==> src/rtl/usr_pkg.sv <==
// Shared definitions for the universal shift register: command codes and
// burst controller state encoding.
package usr_pkg;

    // Command codes carried on the 3-bit mode input
    localparam logic [2:0] USR_HOLD = 3'b000;
    localparam logic [2:0] USR_SHR  = 3'b001;
    localparam logic [2:0] USR_SHL  = 3'b010;
    localparam logic [2:0] USR_LOAD = 3'b011;
    localparam logic [2:0] USR_BSHR = 3'b100;
    localparam logic [2:0] USR_BSHL = 3'b101;
    localparam logic [2:0] USR_ROTR = 3'b110;
    localparam logic [2:0] USR_ROTL = 3'b111;

    // Burst controller states
    typedef enum logic [1:0] {
        ST_IDLE = 2'b00,
        ST_BUSY = 2'b01,
        ST_DONE = 2'b10
    } usr_state_t;

    // True for the two multi-cycle burst commands
    function automatic logic is_burst(input logic [2:0] code);
        return (code == USR_BSHR) || (code == USR_BSHL);
    endfunction

endpackage

==> src/rtl/usr_burst_ctrl.sv <==
// Burst controller for usr_shift_reg.
//
// state | meaning
// ------+-------------------------------------------------------------
// IDLE  | no burst running; every command is accepted
// BUSY  | shifting once per edge until the down-counter reaches zero
// DONE  | single-cycle completion pulse; every command is accepted
//
// The counter is loaded with the clamped burst length on the accept edge,
// so the register itself does not move on that edge; the shifts happen on
// the following N edges.
module usr_burst_ctrl
    import usr_pkg::*;
#(
    parameter int WIDTH = 8,
    parameter int AW    = $clog2(WIDTH + 1)
) (
    input  logic          clk,
    input  logic          reset,
    input  logic          en,
    input  logic [2:0]    mode,
    input  logic [AW-1:0] amt,
    output logic          shift_en,
    output logic          shift_left,
    output logic          cmd_ready,
    output logic          busy,
    output logic          done
);

    localparam logic [AW-1:0] WIDTH_C = AW'(WIDTH);

    usr_state_t    state, state_nxt;
    logic [AW-1:0] cnt, cnt_nxt;
    logic          dir, dir_nxt;
    logic [AW-1:0] amt_clamped;

    // Requests longer than the register are trimmed to a full-width burst
    always_comb begin
        amt_clamped = (amt > WIDTH_C) ? WIDTH_C : amt;
    end

    // State register, counter, latched direction and registered flags
    always_ff @(posedge clk or posedge reset) begin
        if (reset) begin
            state <= ST_IDLE;
            cnt   <= '0;
            dir   <= 1'b0;
            busy  <= 1'b0;
            done  <= 1'b0;
        end else begin
            state <= state_nxt;
            cnt   <= cnt_nxt;
            dir   <= dir_nxt;
            busy  <= (state_nxt == ST_BUSY);
            done  <= (state_nxt == ST_DONE);
        end
    end

    // Next-state logic: accept bursts outside BUSY, count down inside it
    always_comb begin
        state_nxt = state;
        cnt_nxt   = cnt;
        dir_nxt   = dir;
        case (state)
            ST_IDLE, ST_DONE: begin
                state_nxt = ST_IDLE;
                if (en && is_burst(mode)) begin
                    dir_nxt = (mode == USR_BSHL);
                    if (amt_clamped == '0) begin
                        state_nxt = ST_DONE;
                    end else begin
                        cnt_nxt   = amt_clamped;
                        state_nxt = ST_BUSY;
                    end
                end
            end
            ST_BUSY: begin
                cnt_nxt = cnt - AW'(1);
                if (cnt == AW'(1)) begin
                    state_nxt = ST_DONE;
                end
            end
            default: begin
                state_nxt = ST_IDLE;
                cnt_nxt   = '0;
            end
        endcase
    end

    // Datapath handshake derived from the current state
    always_comb begin
        shift_en   = (state == ST_BUSY);
        shift_left = dir;
        cmd_ready  = (state != ST_BUSY);
    end

endmodule

==> src/rtl/usr_shift_reg.sv <==
// Universal shift register: hold, load, single-step shifts and
// multi-cycle burst shifts driven by usr_burst_ctrl.
// Optional build macro USR_ROTATE_EN enables the rotate commands; without
// it the rotate codes act as hold and no rotate datapath exists.
module usr_shift_reg
    import usr_pkg::*;
#(
    parameter int                 WIDTH     = 8,
    parameter logic [WIDTH-1:0]   RESET_VAL = '0
) (
    input  logic                         clk,
    input  logic                         reset,
    input  logic                         en,
    input  logic [2:0]                   mode,
    input  logic [$clog2(WIDTH+1)-1:0]   amt,
    input  logic [WIDTH-1:0]             d,
    input  logic                         sin_l,
    input  logic                         sin_r,
    output logic [WIDTH-1:0]             q,
    output logic                         sout_l,
    output logic                         sout_r,
    output logic                         busy,
    output logic                         done
);

    localparam int AW = $clog2(WIDTH + 1);

    logic             shift_en;
    logic             shift_left;
    logic             cmd_ready;
    logic [WIDTH-1:0] q_nxt;

    usr_burst_ctrl #(
        .WIDTH (WIDTH),
        .AW    (AW)
    ) u_ctrl (
        .clk        (clk),
        .reset      (reset),
        .en         (en),
        .mode       (mode),
        .amt        (amt),
        .shift_en   (shift_en),
        .shift_left (shift_left),
        .cmd_ready  (cmd_ready),
        .busy       (busy),
        .done       (done)
    );

    // Next register value: burst shifting has priority, commands apply only
    // when the controller is not mid-burst
    always_comb begin
        q_nxt = q;
        if (shift_en) begin
            if (shift_left) begin
                q_nxt = {q[WIDTH-2:0], sin_r};
            end else begin
                q_nxt = {sin_l, q[WIDTH-1:1]};
            end
        end else if (cmd_ready && en) begin
            case (mode)
                USR_SHR:  q_nxt = {sin_l, q[WIDTH-1:1]};
                USR_SHL:  q_nxt = {q[WIDTH-2:0], sin_r};
                USR_LOAD: q_nxt = d;
`ifdef USR_ROTATE_EN
                USR_ROTR: q_nxt = {q[0], q[WIDTH-1:1]};
                USR_ROTL: q_nxt = {q[WIDTH-2:0], q[WIDTH-1]};
`endif
                default:  q_nxt = q;
            endcase
        end
    end

    // Register bank
    always_ff @(posedge clk or posedge reset) begin
        if (reset) begin
            q <= RESET_VAL;
        end else begin
            q <= q_nxt;
        end
    end

    // Serial outputs track the end bits directly
    assign sout_l = q[WIDTH-1];
    assign sout_r = q[0];

endmodule

==> config.mk <==
export PLATFORM = sky130hd
export DESIGN_NAME = usr_shift_reg
export DESIGN_NICKNAME = d
export VERILOG_FILES = /design/src/rtl/usr_pkg.sv /design/src/rtl/usr_burst_ctrl.sv /design/src/rtl/usr_shift_reg.sv
export SDC_FILE = /design/constraint.sdc
export NUM_CORES = 1
export LEC_CHECK = 0
export CAP_MARGIN = 15
export CORE_MARGIN = 1
export CORE_UTILIZATION = 51
export DETAILED_ROUTE_END_ITERATION = 7
export GPL_TIMING_DRIVEN = 1
export PLACE_DENSITY = 0.85
export SLEW_MARGIN = 0
export SYNTH_ARGS = -nofsm -noshare
export SYNTH_HDL_FRONTEND = slang
export SYNTH_HIERARCHICAL = 1
export SYNTH_SLANG_ARGS = --single-unit
==> constraint.sdc <==
create_clock -name clk -period 4.5 [get_ports clk]
set_clock_uncertainty 0.05 [all_clocks]
set_input_delay 0.45 -clock clk [delete_from_list [all_inputs] [get_ports clk]]
set_output_delay 0.45 -clock clk [all_outputs]
set_load 0.02 [all_outputs]
==> run_results.csv <==
group,metric,value,unit
sta,fmax,0.4827,GHz
synth,synth_area,0.001199,mm2
synth,synth_compound_area_share,16.49,%
sta,rsz0062_at_grt,"no",
critical_path,cp.required,4.62,ns
final_layout,fin_nets,164,
sta,tns,0,ns
synth,synth_top_family_by_area,"multiplexers",
drt,routed_wirelength,2589,um
sta,fin_crit_sh,46.04,%
clock_network,clkTransAtPathRegs,0.11,ns
synth,synth_xor_xnor_area_share,0.7307,%
placement,io_buffer_count,31,
final_layout,final_cell_mix,"31 x clkdlybuf4s50_1, 17 x mux2_2, 17 x dfrtp_1",
drt,drc,0,
sta,fin_crit,2.072,ns
worst_hold_path,worstHoldPathType,"in -> async",
clock_network,htreeDepth,1,
critical_path,worstSetupStartpoint,"mode[1]",
synth,syn_nets,136,
clock_network,cts_tree,"yes",
critical_path,end_kind,"flip-flop",
placement,place_area,0.001488,mm2
final_layout,fillCellCount,189,
floorplan,initial_core_util,54.19,%
synth,synth-simple-area-share,13.47,%
status,status,"completed",
floorplan,die_area,0.002548,mm2
grt,grt_pass1_wl,4574,um
drt,viasPerCell,5.645,
synth,synth_area_per_cell,10.51,um2
floorplan,core,0.002212,mm2
synth,ys_ff_latch,17,
final_layout,antenna_cells,0,
final_layout,final_common_cell,"clkdlybuf4s50_1",
clock_network,cts_resized,0,
clock_network,hold_buffers,0,
clock_network,clock_latency,0.29,ns
sta,setup_viol,0,
pwr,peakVddDrop,0.3517,mV
critical_path,criticalPathCategory,"in -> reg",
synth,synthDistinctLibCells,32,
critical_path,worstRegToRegCells,4,
grt,grtUsageTotal,23.60,%
critical_path,r2r_start,"u_ctrl/state[0]",
drt,drtIter0Drc,15,
critical_path,timing.reg2reg.setup_slack,2.48,ns
synth,synth_edf_count,0,
drt,num_vias,954,
synth,synthMuxAreaShare,22.65,%
final_layout,final_area,0.001518,mm2
job,max-cap-violations,0,
sta,hold_ws,0.3817,ns
placement,pre_cts_slack,2.100,ns
final_layout,drive_gt1_share,19.15,%
pwr,power_density,567.4,mW/mm2
grt,antenna_found_initial,0,
synth,synth_fa_ha_area_share,2.088,%
synth,yosys_most_used_dff,"dfrtp_1",
clock_network,cts_buffer_depth,2,
clock_network,clockRootBuffer,"clkbuf_4",
sta,finalHoldViolCount,0,
grt,overflow,0,
pwr,leakage,0.0006133,uW
sta,finalWorstSetupSlack,2.428,ns
final_layout,syn2layout_area_growth,26.62,%
placement,gp_congestion,0.8117,
sta,slew-limit-headroom,39.83,%
clock_network,cts_setup_buffers,0,
clock_network,cts_sinks,17,
synth,ys_seq_area_share,35.49,%
critical_path,worst-path-max-fanout,8,
critical_path,critPathLaunchType,"input pin",
drt,drt_pass1_iterations,4,
critical_path,crit_arrival,2.19,ns
floorplan,num_rows,17,
floorplan,die_w,50.48,um
drt,ant_nets,0,
grt,grt_pass1_vias,997,
floorplan,io_pins,32,
clock_network,cts_buffers,3,
synth,yosys_warnings,6,
grt,grt_max_degree,14,
sta,worst_pin_slew,0.9007,ns
sta,slew_violations,0,
critical_path,reg2reg_to,"q[7]",
synth,syn-instance-count,114,
floorplan,die_h,50.48,um
synth,async_reset_ff_share,100.0,%
placement,dp_hpwl,1953,um
drt,wl_per_cell,15.32,um
-- worst max-delay path by stage --
| stage | endpoint | slack (ns) |
|---|---|---|
| 6_report | q[3] | 2.43 |
| 5_1_grt | q[7] | 2.33 |
| 4_1_cts | q[3] | 2.42 |
| 3_5_place_dp | q[3] | 2.10 |
| 3_3_place_gp | q[5] | 2.16 |
| 2_1_floorplan | q[5] | 2.73 |
-- flip-flops by register name, indices dropped and copies added (netlist names) --
| signal | cells |
|---|---|
| q | 8 |
| u_ctrl/shift_left | 1 |
| u_ctrl/state | 2 |
| u_ctrl/busy | 1 |
| u_ctrl/done | 1 |
| u_ctrl/cnt | 4 |
-- critical path, stage by stage --
cell,delay [ns]
clkdlybuf4s50_1,0.56
nor2b_1,0.75
mux2i_1,0.28
o221ai_1,0.14
-- kinds of logic (layout without fill, tap and decap cells) --
| kind of cell | count (synthesis) | after routing |
|---|---|---|
| simple gates | 27 | 27 |
| mux | 25 | 25 |
| buf+inv | 22 | 49 |
| compound gates | 20 | 20 |
| flops | 17 | 17 |
| fa+ha+maj | 2 | 2 |
| xor+xnor | 1 | 1 |
-- cell type report --
| class | count | area (um2) | share of cell area, % |
|---|---|---|---|
| sequential | 17 | 425.4 | 28.03 |
| tap | 28 | 35.03 | 2.308 |
| clock buffer | 3 | 22.52 | 1.484 |
| multi-input combinational | 75 | 664.4 | 43.78 |
| inverter | 14 | 52.55 | 3.462 |
| timing repair buffer | 31 | 310.3 | 20.45 |
| clock inverter | 1 | 7.507 | 0.4946 |
-- per-stage QoR --
stage / utilization, % / instances / total power [uW]
3_5_place_dp: 67.25 / 165 / 777.8
2_1_floorplan: - / 114 / 629.0
3_3_place_gp: 67.25 / 165 / 759.3
6_report: 68.61 / 169 / 861.2
4_1_cts: 68.61 / 169 / 865.8
5_1_grt: 68.61 / 169 / 927.1
-- power breakdown --
group | leakage (uW) | switching (uW) | internal, uW
sequential | 0.000216 | 91.6 | 217
clock | 0.0000139 | 51.9 | 33.7
combinational | 0.000383 | 219 | 248
total | 0.000613 | 362 | 499
-- metal layers --
| metal | part of all wire [%] | vias up | global-route usage [%] |
|---|---|---|---|
| met1 | 45 | 457 | 31.67 |
| met4 | 0.85 | 0 | 7.870 |
| met2 | 49 | 23 | 38.67 |
| met5 | 0 | - | 0 |
| li1 | - | 470 | - |
| met3 | 4.7 | 4 | 3.636 |
-- synth_stat cells, types with 2 or more instances --
library cell,count,area [um2]
nand2b_1,4,25.02
inv_1,14,52.55
mux2i_1,8,80.08
buf_4,2,15.01
buf_2,3,15.01
ha_1,2,25.02
dfrtp_1,17,425.4
nand2_1,8,30.03
o21a_1,2,15.01
nand3b_1,2,15.01
nor2_1,2,7.510
nand3_1,3,15.01
o221ai_1,10,87.58
buf_6,2,22.52
mux2_2,17,191.4
o2bb2ai_1,2,17.52
(Power assumes the default switching activity.)
